File: src/rtl/gate_trainer_seq.sv
// Run-time selectable bitwise gate trainer with an automatic truth-table sweep.
// Each operand combination is held for HOLD_CYCLES cycles so it can be read on LEDs.
module gate_trainer_seq #(
  parameter int WIDTH       = 2,
  parameter int HOLD_CYCLES = 4
) (
  input  logic             clk,
  input  logic             rst_n,
  input  logic             ena,
  input  logic [WIDTH-1:0] a_in,
  input  logic [WIDTH-1:0] b_in,
  input  logic [2:0]       op,
  input  logic             mode,
  input  logic             start,
  output logic [WIDTH-1:0] result,
  output logic [WIDTH-1:0] a_cur,
  output logic [WIDTH-1:0] b_cur,
  output logic             valid,
  output logic             busy,
  output logic             done
);

  localparam int HW = (HOLD_CYCLES > 1) ? $clog2(HOLD_CYCLES) : 1;
  localparam logic [HW-1:0] HOLD_LAST = HW'(HOLD_CYCLES - 1);

  typedef enum logic [1:0] {IDLE, SWEEP, DONE} state_t;

  state_t               state_q, state_d;
  logic [2*WIDTH-1:0]   comb_q, comb_d, comb_inc;
  logic [HW-1:0]        hold_q, hold_d;
  logic [WIDTH-1:0]     result_q, result_d;
  logic [WIDTH-1:0]     a_cur_q, a_cur_d;
  logic [WIDTH-1:0]     b_cur_q, b_cur_d;
  logic                 valid_q, valid_d;
  logic                 hold_last, comb_last;

  function automatic logic [WIDTH-1:0] apply_op(input logic [2:0] sel,
                                                input logic [WIDTH-1:0] a,
                                                input logic [WIDTH-1:0] b);
    case (sel)
      3'd0:    return a & b;
      3'd1:    return a | b;
      3'd2:    return ~a;
      3'd3:    return ~(a & b);
      3'd4:    return ~(a | b);
      3'd5:    return a ^ b;
      3'd6:    return ~(a ^ b);
      default: return a;
    endcase
  endfunction

  assign hold_last = (hold_q == HOLD_LAST);
  assign comb_last = &comb_q;
  assign comb_inc  = comb_q + 1'b1;

  always_ff @(posedge clk or negedge rst_n) begin
    if (!rst_n) begin
      state_q  <= IDLE;
      comb_q   <= '0;
      hold_q   <= '0;
      result_q <= '0;
      a_cur_q  <= '0;
      b_cur_q  <= '0;
      valid_q  <= 1'b0;
    end else if (ena) begin
      state_q  <= state_d;
      comb_q   <= comb_d;
      hold_q   <= hold_d;
      result_q <= result_d;
      a_cur_q  <= a_cur_d;
      b_cur_q  <= b_cur_d;
      valid_q  <= valid_d;
    end
  end

  always_comb begin
    state_d = state_q;
    case (state_q)
      IDLE:    if (mode && start) state_d = SWEEP;
      SWEEP: begin
        if (!mode)                       state_d = IDLE;
        else if (hold_last && comb_last) state_d = DONE;
      end
      default: state_d = IDLE;
    endcase
  end

  // Datapath next state; a combination advance updates a_cur/b_cur while result
  // still shows the old pair, hence valid is cleared for that one cycle.
  always_comb begin
    comb_d   = comb_q;
    hold_d   = hold_q;
    result_d = result_q;
    a_cur_d  = a_cur_q;
    b_cur_d  = b_cur_q;
    valid_d  = valid_q;
    case (state_q)
      IDLE: begin
        if (!mode) begin
          a_cur_d  = a_in;
          b_cur_d  = b_in;
          result_d = apply_op(op, a_in, b_in);
          valid_d  = 1'b1;
        end else if (start) begin
          comb_d   = '0;
          hold_d   = '0;
          a_cur_d  = '0;
          b_cur_d  = '0;
          result_d = apply_op(op, '0, '0);
          valid_d  = 1'b1;
        end else begin
          valid_d  = 1'b0;
        end
      end
      SWEEP: begin
        if (!mode) begin
          valid_d = 1'b0;
        end else begin
          result_d = apply_op(op, a_cur_q, b_cur_q);
          if (hold_last) begin
            hold_d = '0;
            if (comb_last) begin
              valid_d = 1'b1;
            end else begin
              comb_d  = comb_inc;
              a_cur_d = comb_inc[2*WIDTH-1:WIDTH];
              b_cur_d = comb_inc[WIDTH-1:0];
              valid_d = 1'b0;
            end
          end else begin
            hold_d  = hold_q + 1'b1;
            valid_d = 1'b1;
          end
        end
      end
      default: ;
    endcase
  end

  always_comb begin
    busy = (state_q == SWEEP);
    done = (state_q == DONE);
  end

  assign result = result_q;
  assign a_cur  = a_cur_q;
  assign b_cur  = b_cur_q;
  assign valid  = valid_q;

endmodule

File: config.mk
export PLATFORM = sky130hd
export DESIGN_NAME = gate_trainer_seq
export DESIGN_NICKNAME = d
export VERILOG_FILES = /design/src/rtl/gate_trainer_seq.sv
export SDC_FILE = /design/constraint.sdc
export NUM_CORES = 1
export LEC_CHECK = 0
export CAP_MARGIN = 20
export CORE_ASPECT_RATIO = 0.75
export CORE_MARGIN = 2
export CORE_UTILIZATION = 30
export DETAILED_ROUTE_END_ITERATION = 8
export HOLD_SLACK_MARGIN = 0.1
export PLACE_DENSITY = 0.53
export RECOVER_POWER = 100
export SETUP_SLACK_MARGIN = 0.4
export SYNTH_ARGS = -nofsm -noshare
export SYNTH_HDL_FRONTEND = slang
export SYNTH_SLANG_ARGS = --single-unit
File: constraint.sdc
create_clock -name clk -period 1.6 [get_ports clk]
set_input_delay 0.32 -clock clk [delete_from_list [all_inputs] [get_ports clk]]
set_output_delay 0.32 -clock clk [all_outputs]
set_load 0.02 [all_outputs]
### Yosys cells after proc, flatten, opt, wreduce, memory -nomap -nowiden

Index checks and enable logic that the tools add are counted.

| operators by class | value |
|---|---|
| add/sub/neg operators | 2 |
| equality and inequality tests | 17 |
| mux-type cells | 38 |
| bitwise logic cells | 14 |
| reduce and logical (&&, ||, !) cells | 13 |

Operators with widths:

| kind | number |
|---|---|
| 2-bit two-way mux | 19 |
| 2-bit case mux with 7 select lines | 2 |
| 4-bit two-way mux | 5 |
| 2-bit case mux with 2 select lines | 5 |
| 2-bit NOT | 8 |
| 2-bit inequality test (second input constant) | 5 |
| 3-bit == test (second input constant) | 3 |
| 4-bit case mux with 2 select lines | 1 |
| 4-bit AND reduction | 2 |
| 7-bit AND reduction | 1 |
| 3-bit by 2-bit == test with 1-bit output (second input constant) | 2 |
| 6-bit AND reduction | 1 |
| 1-bit two-way mux | 5 |
| 5-bit AND reduction | 1 |
| 4-bit by 1-bit adder with 4-bit output (second input constant) | 1 |
| 2-bit bitwise AND | 2 |
| 2-bit == test (second input constant) | 2 |
| 2-bit bitwise OR | 2 |
| 4-bit OR reduction | 1 |
| 2-bit bitwise XOR | 2 |
| 3-bit by 1-bit == test with 1-bit output (second input constant) | 1 |
| 3-bit logical NOT | 1 |
| 3-bit by 2-bit inequality test with 1-bit output (second input constant) | 1 |
| 3-bit inequality test (second input constant) | 1 |
| other kinds (9) | 10 |

| word-level totals | value |
|---|---|
| flip-flop bits (word level) | 15 |
| input port bits | 12 |
| output and inout bits | 9 |

### Logic depth before layout (Yosys ltp)

| logic depth | value |
|---|---|
| depth after elaboration | 6 |
| depth in mapped cells | 7 |

### Least setup slack after synthesis

Ideal clock, no wire load.

| path | value |
|---|---|
| kind | register to register |
| start point | register a_cur_q[0], in the netlist a_cur[0] |
| end point | register result_q[0], in the netlist result[0] |
| arrival time | 1698 ps |
| data required time | 1474 ps |
| path slack | -224 ps |
| cell stages (with the launch flop) | 8 |
| buffers on the path | 0 |
| clock period less this slack | 1824 ps |
| cell sequence | dfrtp_1 > inv_1 > ha_1 > inv_1 > a221oi_1 > o21ai_0 > o311a_1 > o32a_1 |

| between the ends | value |
|---|---|
| cells in the longest elaborated chain, start to end | 5 |
| elaborated cells on any way between the ends | 10 |
| those cells by class | mux (3); bitwise (7) |

RTL lines:

| item | line | RTL |
|---|---|---|
| start, declared | 32 | `logic [WIDTH-1:0] a_cur_q, a_cur_d;` |
| start signal, assigned | 70 | `a_cur_q <= a_cur_d;` |
| 2-bit bitwise XOR, or another cell as far along | 46, 47 |  |
| 2-bit NOT (on tied branches) | 47, 44, 45 |  |
| 2-bit case mux with 7 select lines * | 40 | `case (sel)` |
| 2-bit two-way mux * | 116 | `if (!mode) begin` |
| 2-bit case mux with 2 select lines * | 97 | `case (state_q)` |
| end signal, assigned | 69 | `result_q <= result_d;` |
| end, declared | 31 | `logic [WIDTH-1:0] result_q, result_d;` |

Mark *: on every way between the ends. The rest lies on a longest branch, timed or not. The select of a mux whose other input is x is not followed.
A chain may end at the register's enable or synchronous reset.

### Worst setup path in the final report

| path | value |
|---|---|
| start point | input port op[0] |
| end point | register result_q[0], in the netlist result[0] |

| between the ends | value |
|---|---|
| cells in the longest elaborated chain, start to end | 6 |
| elaborated cells on any way between the ends | 15 |
| those cells by class | eq/ne (6); mux (7); reduce/logical (2) |

RTL lines:

| item | line | RTL |
|---|---|---|
| start, declared | 12 | `input logic [2:0] op,` |
| 3-bit == test or 3-bit by 2-bit == test with 1-bit output (tied branches) | 40 |  |
| 4-bit OR reduction (no source line) | - |  |
| 2-bit two-way mux | 40 |  |
| 2-bit two-way mux | 104 | `end else if (start) begin` |
| 2-bit two-way mux | 99 | `if (!mode) begin` |
| 2-bit case mux with 2 select lines * | 97 |  |

Marks and branches as above.

==> reports/qor.yml <==
sta:
  fmax_mhz: 617.8
  relSlewSlack: 0.4084
  fin_crit_sh: 1.012
  timing.final.ws_setup_ns: -0.01855
  slew_viol_final: 0
  skew_ns: 0.006716
  final-setup-viol-count: 1
  rsz0062_at_grt: "yes"
  finalHoldViolCount: 0
  post-route-min-period_ns: 1.619
  timing_worst_slew_pin_value_ns: 0.8874
placed_design:
  dp.cells: 250
  port_buffers: 20
  hpwlAfterDp_mm: 2.636
  globalplace.congestion: 0.8880
synthesis:
  yosys.area_share.simple: 0.2169
  synth_compound_gate_area_share: 0.2478
  synth_fa_ha_area_frac: 0.09950
  ys_types: 49
  seq_area_frac_synth: 0.2985
  synth.top_cell.area_share: 0.2985
  ys_async_sr_fraction: 1.000
  syn_avg_cell_area_um2: 8.383
  ys_ff_latch: 15
  ys.warnings.count: 0
  synth_edf_count: 0
  synth_top_family_by_area: "compound AO/OA/AOI/OAI gates"
  dominantRegCellSynth: "dfrtp_1"
  synthXorXnorAreaFrac: 0.01393
  synth_commonest_cells: "15 x dfrtp_1, 13 x inv_1, 12 x a21oi_1"
  synth.most_common_cell: "dfrtp_1"
  netlist_area_um2: 1257
  synthCells: 150
  synth_top_cell_by_area: "dfrtp_1"
  syn_nets: 172
  synthMuxAreaShare: 0.05075
  synth_area_leaders: "dfrtp_1 30%, ha_1 10%, a21oi_1 4.8%"
run_status:
  violations: "negative setup slack"
  status: "complete, but fails checks"
global_route:
  busiest_layer: "met2"
  grt_first_pass_wirelength_mm: 6.230
  antenna_found_initial: 0
  grt_pass1_vias: 1366
  use_met2: 0.2821
  use_met1: 0.2151
  grt_use_met3: 0.03776
  grt_max_degree: 16
  grt_overflow: 0
  grt_use_total: 0.1690
clock_network:
  cts_max_level: 1
  cts_root_buf: "clkbuf_8"
  cts_tree: "done"
  cts_sinks: 15
  hold_buffers: 0
  clk_pin_slew_ns: 0.07
  clk_latency_ns: 0.25
  clockBufferDepth: 2
  cts_made_buffers: 3
critical_path:
  crit_path_start_kind: "input pin"
  cp-endpoint: "result[0]$_DFFE_PN0P_"
  worst_ep_required_time_ns: 1.74
  path_depth: 7
  crit_buf_inv: 2
  cp_slowest_cell: "clkdlybuf4s50_1"
  slowest_delay_ns: 0.45
  cp.arrival_ns: 1.76
  r2r_cells: 7
  r2r-start: "a_cur[0]$_DFFE_PN0P_"
  path_delay_family: "compound AO/OA/AOI/OAI gates"
  critPathMaxFanout: 11
  endpoint_kind: "flop"
  r2r_setup_slack_ns: -0.01
  reg2reg_to: "result[0]$_DFFE_PN0P_"
  critPathLaunch: "op[0]"
  worstPathCellList: "clkdlybuf4s50_1 > buf_4 > nor3_1 > o21ai_0 > o41a_1 > a21oi_1 > o32a_1"
  path_class: "input pin to flop"
floorplan:
  pin_count: 21
  fp.dieW_um: 78.76
  initial_core_util: 0.3121
  dieArea_um2: 4731
  die_y_um: 60.07
  rows: 20
  core_um2: 4029
power_and_ir_drop:
  switchingPower_w: 0.0009250
  leakage_nw: 0.9152
  p_int_w: 0.001363
  pwr-share-clk: 0.137
  p_comb_frac: 0.574
  swShare: 0.4043
  seq_power_share: 0.289
  p_per_area_nw_per_um2: 1096
  ir_drop_v: 0.0004995
job:
  drv_cap: 0
layout:
  syn_to_final_growth_pct: 66.07
  drive_above_1_share: 0.4512
  n_fill_cell: 374
  instances_no_fill: 270
  nNetsFinal: 238
  fin_util: 0.5183
  n_antenna_cell: 0
route:
  drt_iter0_markers: 96
  viasPerCell: 5.074
  ant_nets: 0
  routed_wl_mm: 3.861
  vias: 1370
  wl_per_cell_um: 14.30
  drc: 0
  drt_pass1_iterations: 6
min_path:
  min_path_type: "flop to flop"
-- metal layers --
metal	up-vias	wire, um
met3	8	161
met2	33	1889
met5	-	0
met4	0	60
li1	670	-
met1	659	1749
-- registers in the layout, summed over array words and instances, names as in the netlist --
register / count
result: 2
comb_q: 4
b_cur: 2
hold_q: 2
valid: 1
state_q: 2
a_cur: 2
-- cell usage in the layout, fill, tap and decap left out, drive strengths merged, types with 2 or more instances in the layout --
| cell type | count |
|---|---|
| o2111ai | 2 |
| nand2b | 7 |
| nor3 | 7 |
| o211ai | 2 |
| nor2 | 8 |
| a21oi | 12 |
| inv | 15 |
| nand3 | 5 |
| clkbuf | 9 |
| dfrtp | 15 |
| buf | 50 |
| nor2b | 5 |
| dlygate4sd2 | 9 |
| o21ai | 14 |
| nand2 | 9 |
| o31ai | 2 |
| mux2i | 3 |
| clkdlybuf4s50 | 2 |
| ha | 10 |
| mux2 | 3 |
| a31oi | 3 |
-- cell families after synthesis --
group           after synthesis
xor+xnor                      2
buf+inv                      22
mux                           6
flops                        15
compound gates               47
simple gates                 48
fa+ha+maj                    10
-- power groups by stage --
stage | combinational [W] | clock (W) | sequential [W]
after floorplan | 0.000606 | 0 | 0.000719
after global placement | 0.00109 | 0 | 0.000650
after detailed placement | 0.00111 | 0 | 0.000655
after CTS | 0.00124 | 0.000322 | 0.000663
after global routing | 0.00144 | 0.000342 | 0.000681
final | 0.00131 | 0.000313 | 0.000662
-- through the flow --
stage	power (W)	hold WS [ns]	instance area [um^2]	TNS, ns	worst slack, ns
3_5_place_dp	0.001769	0.4717	1817	-2.829	-0.5563
5_1_grt	0.002462	0.5262	2088	-0.3072	-0.09773
2_1_floorplan	0.001326	0.02441	1360	-0.01387	-0.01387
6_report	0.002288	0.5015	2088	-0.01855	-0.01855
4_1_cts	0.002221	0.3976	2036	-0.01840	-0.01840
3_3_place_gp	0.001735	0.4580	1817	-2.546	-0.5016
-- worst register-to-register path, stage by stage (launching register included) --
cell and delay [ns]:
dfrtp_2 0.39, inv_2 0.06, ha_4 0.27, inv_2 0.04, a221oi_2 0.24, o21ai_1 0.08
o311a_1 0.14, o32a_1 0.29
-- repair_timing --
item / CTS / global route
gates cloned: 0 / 0
resized for setup: 81 / 14
buffers inserted: 10 / 6
pin swaps: 15 / 8
setup endpoints to repair: 24 / 21
-- worst min path at each step --
stage                                  to  slack (ns)  cells after the start              start
floorplan            a_cur[0]$_DFFE_PN0P_        0.02                      0              rst_n
global placement        valid$_DFFE_PN0P_        0.46                      2  valid$_DFFE_PN0P_
detailed placement      valid$_DFFE_PN0P_        0.47                      2  valid$_DFFE_PN0P_
CTS                 comb_q[3]$_DFFE_PN0P_        0.40                      2              rst_n
global route            valid$_DFFE_PN0P_        0.53                      2  valid$_DFFE_PN0P_
finish                  valid$_DFFE_PN0P_        0.50                      2  valid$_DFFE_PN0P_
-- area by class of cell --
type,count,area (um^2),share of cell area
multi-input combinational,113,955.9,0.4578
timing repair buffer,67,574.3,0.2750
sequential,15,381.6,0.1827
tap,55,68.82,0.03295
inverter,16,62.56,0.02996
clock buffer,4,45.04,0.02157
Note: power is estimated with default switching activity, not from simulation.
==> variant (config.mk and constraints unchanged) <==
The parameter `WIDTH` goes from 2 to 3.
--- a/src/rtl/gate_trainer_seq.sv
+++ b/src/rtl/gate_trainer_seq.sv
@@ -3,3 +3,3 @@
 module gate_trainer_seq #(
-  parameter int WIDTH       = 2,
+  parameter int WIDTH       = 3,
   parameter int HOLD_CYCLES = 4
Ports: changed (5 resized); port bits go from 21 to 26. No check against the original RTL was run, so the function may have changed too.
==> variant against the unedited design <==
The flow still finishes with violations (negative setup slack). Register-to-register slack got worse by 0.06 ns. Sequential cell count is 5 higher. Utilization increased by 1.8 points. Clock skew decreased by 0.0018 ns. Synthesized area grew 37%. Combinational power increased by 30%. Final area rose by 40%. Critical path depth down 2. Routed wire length rose by 43%. Total power is 23% higher. Worst setup slack worse by 0.051 ns.
==> variant: results (changes against the unedited design) <==
- The final setup slack of the worst path is -0.0700 ns (was -0.0185 ns).
- The relative slew slack is 64.2% (was 40.8%).
- The fraction of met3 tracks used by global routing is 2.93% (was 3.78%).
- The endpoint of the worst hold path is hold_q[1] (was valid).
- Violated checks: negative setup slack (unchanged).
- The number of global-route vias before repair is 1828 (was 1366).
- The type of element launching the critical path was a register (was input pin).
- The length in cells of the worst reg-to-reg path is 5 (was 7).
- The final HPWL from detailed placement is 3.88 mm (was 2.64 mm).
- The routed length on met2 was 2.30 mm (was 1.89 mm).
- The quantity of gates resized following cts is 144 (was 81).
- The number of distinct standard cells referenced by the synthesized netlist is 50 (was 49).
- The per-cell routed wire length is 14.9 µm (was 14.3 µm).
- The power per standard cell area was 963 mW/mm² (was 1100 mW/mm²).
- The leakage power figure is 1.27 nW (was 0.915 nW).
- Run status: finished with violations (unchanged).
- The overall fraction of global-route tracks in use is 17.8% (was 16.9%).
- The library cell contributing the largest single delay on the critical path is mux4_2 (was clkdlybuf4s50_1).
- The total of buffers placed on input and output ports came to 25 (was 20).
- The global-route wire length before repair is 9.16 mm (was 6.23 mm).
- The maximum vdd ir drop was 0.000744 V (was 0.000499 V).
- The mean post-synth cell area is 8.41 µm² (was 8.38 µm²).
- The post-route setup TNS was -0.0700 ns (was -0.0185 ns).
- The number of nets at the end of the flow is 326 (was 238).
- The post-detailed-placement cell area came to 0.00248 mm² (was 0.00182 mm²).
- The final number of setup-violating endpoints is 1 (unchanged).
- The final worst clock skew was 0.00491 ns (was 0.00672 ns).
- The detailed-routing wirelength on met1 came to 3.00 mm (was 1.75 mm).
- The number of detailed-routing iterations run before antenna repair is 4 (was 6).
- The end point of the critical path is result[2] (was result[0]).
- The reported combinational group power was 1.70 mW (was 1.31 mW).
- Leading post-synthesis cells by cell area: dfrtp_1 (29%), ha_1 (10%), o21ai_0 (7.3%) (was dfrtp_1 (30%), ha_1 (10%), a21oi_1 (4.8%)).
- The biggest fanout along the worst timing path is 3 (was 11).
[variant: changes by cell type in the layout (fill, tap and decap cells not counted), sizes merged, moves of 5 or more]
cell and change:
buf +24, o21ai +12, nor2 +9, nand2 +6
clkbuf +5, dfrtp +5, inv +5, nor3 -5
[variant: final cells by class]
class | instances | area, µm² | share of cell area [%]
timing repair buffer | 98 | 835 | 28.6
clock buffer | 4 | 45.0 | 1.55
inverter | 20 | 77.6 | 2.66
tap | 75 | 93.8 | 3.22
sequential | 20 | 510 | 17.5
multi-input combinational | 155 | 1350 | 46.4
[variant: cells by family (layout without fill, tap and decap cells)]
family | count (synthesis) | in the layout | share of synthesized area (%)
AO/OA/AOI/OAI | 72 | 72 | 27.7
XOR/XNOR | 3 | 3 | 1.52
adder cells (fa/ha/maj) | 14 | 14 | 10.2
buffers and inverters | 30 | 122 | 8.49
flip-flops | 20 | 20 | 29.0
multiplexers | 9 | 9 | 7.47
AND/OR/NAND/NOR | 57 | 57 | 15.6
